## config.mk

```make
export PLATFORM = sky130hd
export DESIGN_NAME = plank_poll_scheduler
export DESIGN_NICKNAME = d
export VERILOG_FILES = /design/src/rtl/plank_pkg.sv /design/src/rtl/poll_timer.sv /design/src/rtl/plank_poll_scheduler.sv
export SDC_FILE = /design/constraint.sdc
export NUM_CORES = 1
export LEC_CHECK = 0
export CAP_MARGIN = 20
export CORE_UTILIZATION = 45
export DETAILED_ROUTE_END_ITERATION = 7
export GPL_TIMING_DRIVEN = 0
export PLACE_DENSITY = 0.71
export SYNTH_ARGS = -nofsm -noshare
export SYNTH_HDL_FRONTEND = slang
export SYNTH_SLANG_ARGS = --single-unit
```

## constraint.sdc

```tcl
create_clock -name i_clk_100 -period 2.5 [get_ports i_clk_100]
set_clock_uncertainty 0.05 [all_clocks]
set_input_delay 0.25 -clock i_clk_100 [delete_from_list [all_inputs] [get_ports i_clk_100]]
set_output_delay 0.25 -clock i_clk_100 [all_outputs]
set_load 0.005 [all_outputs]
```

## src/rtl/plank_pkg.sv

```systemverilog
// plank_pkg: shared types and constants for the plank polling logic
package plank_pkg;
  localparam int PLANK_IDX_W = 3;
  localparam logic [7:0] HDR = 8'hAA;
  localparam logic [7:0] FTR = 8'h55;
  localparam logic [7:0] ACK = 8'hEE;
  typedef enum logic [2:0] {IDLE, SELECT, ISSUE, WAIT_RSP, GAP, RST_PLANK, DONE} poll_state_t;
endpackage

```

## src/rtl/poll_timer.sv

```systemverilog
// poll_timer: loadable saturating down-counter, tc_o high while the count is zero
//   clk_i/rst_ni clock and async active-low reset; load_i/val_i reload; tc_o terminal count
module poll_timer #(
  parameter int W = 8
) (
  input  logic         clk_i,
  input  logic         rst_ni,
  input  logic         load_i,
  input  logic [W-1:0] val_i,
  output logic         tc_o
);
  logic [W-1:0] cnt_q, cnt_d;
  always_comb cnt_d = load_i ? val_i : (cnt_q != '0 ? cnt_q - 1'b1 : cnt_q);
  always_ff @(posedge clk_i or negedge rst_ni)
    if (!rst_ni) cnt_q <= '0;
    else cnt_q <= cnt_d;
  assign tc_o = (cnt_q == '0);
endmodule

```

## src/rtl/plank_poll_scheduler.sv

```systemverilog
// plank_poll_scheduler: walks enabled planks, polls each, retries, resets dead planks
//   i_start/i_plank_mask start a cycle; o_poll_valid/o_poll_idx/i_poll_ready request handshake
//   i_rsp_valid/i_rsp_idx/i_rsp_ok responses; o_busy/o_done cycle status
//   o_alive/o_timeout per-plank status; o_reset_plank per-plank reset pulse
module plank_poll_scheduler
  import plank_pkg::*;
#(
  parameter int NUM_PLANKS  = 8,
  parameter int TIMEOUT_CYC = 2_000_000,
  parameter int GAP_CYC     = 10_000,
  parameter int RETRY_MAX   = 2,
  parameter int RESET_CYC   = 1_000
) (
  input  logic                   i_clk_100,
  input  logic                   i_rst_n,
  input  logic                   i_start,
  input  logic [NUM_PLANKS-1:0]  i_plank_mask,
  output logic                   o_poll_valid,
  output logic [PLANK_IDX_W-1:0] o_poll_idx,
  input  logic                   i_poll_ready,
  input  logic                   i_rsp_valid,
  input  logic [PLANK_IDX_W-1:0] i_rsp_idx,
  input  logic                   i_rsp_ok,
  output logic                   o_busy,
  output logic                   o_done,
  output logic [NUM_PLANKS-1:0]  o_alive,
  output logic [NUM_PLANKS-1:0]  o_timeout,
  output logic [NUM_PLANKS-1:0]  o_reset_plank
);
  localparam int TMAX = TIMEOUT_CYC > GAP_CYC ? (TIMEOUT_CYC > RESET_CYC ? TIMEOUT_CYC : RESET_CYC)
                                              : (GAP_CYC > RESET_CYC ? GAP_CYC : RESET_CYC);
  localparam int TW = $clog2(TMAX) + 1;
  localparam int PW = $clog2(NUM_PLANKS) + 1;
  localparam int AW = $clog2(RETRY_MAX) + 1;
  poll_state_t state_q, state_d;
  logic [PW-1:0] ptr_q, ptr_d;
  logic [AW-1:0] att_q, att_d;
  logic [NUM_PLANKS-1:0] mask_q, mask_d, alive_q, alive_d, tout_q, tout_d, sel, rem;
  logic tmr_load, tmr_tc, hit;
  logic [TW-1:0] tmr_val;
  // rem holds the enabled planks at and above ptr; empty means the cycle is finished
  assign sel = NUM_PLANKS'(1) << ptr_q;
  assign rem = mask_q >> ptr_q;
  assign hit = i_rsp_valid && (PW'(i_rsp_idx) == ptr_q);
  poll_timer #(.W(TW)) u_tmr (
    .clk_i (i_clk_100),
    .rst_ni(i_rst_n),
    .load_i(tmr_load),
    .val_i (tmr_val),
    .tc_o  (tmr_tc)
  );
  always_comb begin
    state_d  = state_q;
    ptr_d    = ptr_q;
    att_d    = att_q;
    mask_d   = mask_q;
    alive_d  = alive_q;
    tout_d   = tout_q;
    tmr_load = 1'b0;
    tmr_val  = TW'(TIMEOUT_CYC - 1);
    case (state_q)
      IDLE: if (i_start) begin
        mask_d  = i_plank_mask;
        ptr_d   = '0;
        att_d   = '0;
        state_d = SELECT;
      end
      SELECT: begin
        state_d = rem == '0 ? DONE : rem[0] ? ISSUE : SELECT;
        ptr_d   = (rem != '0 && !rem[0]) ? ptr_q + 1'b1 : ptr_q;
      end
      ISSUE: if (i_poll_ready) begin
        tmr_load = 1'b1;
        state_d  = WAIT_RSP;
      end
      WAIT_RSP:
        if (hit && i_rsp_ok) begin
          alive_d  = alive_q | sel;
          tout_d   = tout_q & ~sel;
          tmr_load = 1'b1;
          tmr_val  = TW'(GAP_CYC - 1);
          state_d  = GAP;
        end else if (hit || tmr_tc) begin
          if (att_q < AW'(RETRY_MAX)) begin
            att_d   = att_q + 1'b1;
            state_d = ISSUE;
          end else begin
            alive_d  = alive_q & ~sel;
            tout_d   = tout_q | sel;
            tmr_load = 1'b1;
            tmr_val  = TW'(RESET_CYC - 1);
            state_d  = RST_PLANK;
          end
        end
      RST_PLANK: if (tmr_tc) begin
        tmr_load = 1'b1;
        tmr_val  = TW'(GAP_CYC - 1);
        state_d  = GAP;
      end
      GAP: if (tmr_tc) begin
        ptr_d   = ptr_q + 1'b1;
        att_d   = '0;
        state_d = SELECT;
      end
      DONE: state_d = IDLE;
      default: state_d = IDLE;
    endcase
  end
  always_ff @(posedge i_clk_100 or negedge i_rst_n)
    if (!i_rst_n) begin
      state_q <= IDLE;
      ptr_q   <= '0;
      att_q   <= '0;
      mask_q  <= '0;
      alive_q <= '0;
      tout_q  <= '0;
    end else begin
      state_q <= state_d;
      ptr_q   <= ptr_d;
      att_q   <= att_d;
      mask_q  <= mask_d;
      alive_q <= alive_d;
      tout_q  <= tout_d;
    end
  assign o_poll_valid  = (state_q == ISSUE);
  assign o_poll_idx    = ptr_q[PLANK_IDX_W-1:0];
  assign o_busy        = (state_q != IDLE) && (state_q != DONE);
  assign o_done        = (state_q == DONE);
  assign o_alive       = alive_q;
  assign o_timeout     = tout_q;
  assign o_reset_plank = (state_q == RST_PLANK) ? sel : '0;
endmodule

```

==> metrics.cfg <==
[run_status]
outcome = finished with violations
violations = setup timing

[sta]
final_max_slew_viol_count = 0
min_period_ps = 2520
hold_slack_ps = 430
fmax_mhz = 396
grt_setup_unrepaired = yes
setup_violations = 2
maxSlewHeadroom = 0.566
fin_crit_sh = 1.01
hold_viol = 0
tightest_slew_ps = 651
timing.final.ws_setup_ps = -23.1

[placed_design]
dp_cells = 471
port_buffers = 46
gp_congestion = 0.843
pre_cts_slack_ps = -301
dpl_cell_area_um2 = 3850
dp_hpwl_um = 5360

[die]
placementRows = 30
core_area_um2 = 6910
die-area_um2 = 7580
io_pins = 47
die_h_um = 87.0
die_w_um = 87.0
start_util = 0.471

[route]
drt_iter0_markers = 163
drcViolationCount = 0
totalWireLength_um = 7740
viasPerCell = 5.58
wl_per_cell_um = 15.8
firstDrtPassIters = 4
vias = 2742
antenna_left = 0

[grt]
grt_max_degree = 30
grt_pass1_vias = 2573
grt-ovfl-total = 0
grt_pass1_wl_um = 12500
grtUsageTotal = 0.212
antenna_found_initial = 0

[cells_and_area]
fin_nets = 420
nFillCells = 615
final_core_util = 0.605
multiInputGateArea_um2 = 1870
final_cells = 491
regArea_um2 = 1380
area_growth_pct = 28.4
n_antenna_cell = 0
drive_above_1_share = 0.230
fin_area_um2 = 4180

[synthesis]
synth_nets = 353
synth-edff-count = 0
seq_area_frac_synth = 0.423
yosys-top-cells-count = dfrtp_1, nor2_1, nand2_1, mux2_2, nand3_1
syn_area_um2 = 3250
synth.most_common_cell = dfrtp_1
yosysTopAreaCell = dfrtp_1
synth-main-ff-cell = dfrtp_1
yosysUniqueCellTypes = 62
ys_warn_count = 0
synth_area_leaders = dfrtp_1, mux2_2, nor2_1, xnor2_1, ha_1
netlist.area_leader.share = 0.423
async_flop_share = 1.00
ys_ff_latch = 55
postSynthAreaPerCell_um2 = 9.92
netlist_instances = 328

[worst_setup_path]
crit_type = register to register
path_buf_inv = 1
slowest_delay_ps = 430
critical-path-top-delay-family = simple AND/OR/NAND/NOR gates
crit_required_ps = 2660
path_max_fanout = 6
worst_setup_path_start_kind = register
endpoint_kind = register
crit_arrival_ps = 2680
crit_chain = or3_4, or4_4, and4bb_1, buf_6, o221a_4, and3_4, mux2_4
slowest_stage = or4_4

[clock_network]
cts_made_buffers = 5
clock_latency_ps = 310
cts-root-buf = clkbuf_8
clk_path_buf_depth = 2
cts_tree = done
cts_sinks = 55
htreeDepth = 2
clk_pin_slew_ps = 90

[job]
drv_cap = 0

[power_and_ir_drop]
total_leakage_power_nw = 1.83
ir_drop_mv = 0.427
powerDensity_nw_per_um2 = 913

[worst_hold_path]
hold_class = input port to async pin

[layout make-up]
class | count | share of cell area
clock inverters | 1 | 0.00120
clock buffers | 6 | 0.0198
well taps | 96 | 0.0287
multi-input cells | 247 | 0.447
inverters | 10 | 0.00898
repair buffers | 62 | 0.141
plain buffers | 14 | 0.0228
flip-flops and latches | 55 | 0.330
[layer usage]
layer,track usage,share of wire
met4,0.0561,0.012
met3,0.0322,0.044
met5,0,0
met2,0.332,0.47
met1,0.306,0.47
[path summary, 6_finish.rpt]
| kind | slack, ps | from | cells after the start | endpoint |
|---|---|---|---|---|
| max | -20 | u_tmr.cnt_q[18] | 7 | register |
| min | 430 | i_rst_n | 2 | mask_q[4] |
| max reg2reg | -20 | u_tmr.cnt_q[18] | 7 | register |
| min reg2reg | 450 | register | 1 | register |
| max in group asynchronous | 1390 | i_rst_n | 3 | ptr_q[2] |
| min in group i_clk_100 | 440 | i_plank_mask[7] | 3 | mask_q[7] |
[power by group]
group / internal (mW) / total (mW) / switching (mW)
Clock: 0.218 / 0.507 / 0.289
Combinational: 0.896 / 1.87 / 0.976
Sequential: 1.15 / 1.44 / 0.285
[per-stage QoR]
stage / power, mW / setup TNS [ps]
floorplan: 2.61 / 0
global placement: 3.03 / -36190
detailed placement: 3.08 / -7570
CTS: 3.70 / -25.5
global route: 4.09 / -1210
finish: 3.81 / -44.7
[logic make-up after synthesis]
family	Yosys count	share of synthesized area
mux	33	0.118
buf+inv	26	0.0404
fa+ha+maj	8	0.0308
xor+xnor	23	0.0619
flops	55	0.423
compound gates	55	0.120
simple gates	128	0.205
[cells in the final DEF, fill, tap and decap left out, types with 3 or more instances in the layout]
| cell | synthesis | final |
|---|---|---|
| a21o_1 | 3 | 3 |
| a21oi_1 | 7 | 7 |
| and3_1 | 9 | 9 |
| buf_2 | 1 | 4 |
| buf_4 | 4 | 18 |
| clkbuf_8 | 1 | 7 |
| clkdlybuf4s50_1 | 0 | 45 |
| dfrtp_1 | 55 | 53 |
| ha_1 | 8 | 7 |
| inv_1 | 10 | 5 |
| inv_2 | 0 | 5 |
| mux2_1 | 8 | 5 |
| mux2_2 | 16 | 14 |
| mux2_4 | 0 | 5 |
| mux2i_1 | 7 | 7 |
| nand2_1 | 26 | 26 |
| nand2b_1 | 5 | 5 |
| nand3_1 | 16 | 13 |
| nand3_2 | 1 | 4 |
| nor2_1 | 36 | 32 |
| nor3_1 | 10 | 10 |
| nor4_1 | 6 | 5 |
| o211ai_1 | 3 | 3 |
| o21ai_0 | 13 | 13 |
| o31ai_1 | 3 | 3 |
| o32ai_1 | 3 | 3 |
| xnor2_1 | 12 | 12 |
| xor2_1 | 11 | 11 |
[timing repair]
item                       CTS  global route
hold endpoints to repair    26             0
hold buffers                 1             0
buffers inserted            11             3
pin swaps                    2             3
setup endpoints to repair   52            42
gates resized for setup     16            26
Power figures use the tool's default switching activity.
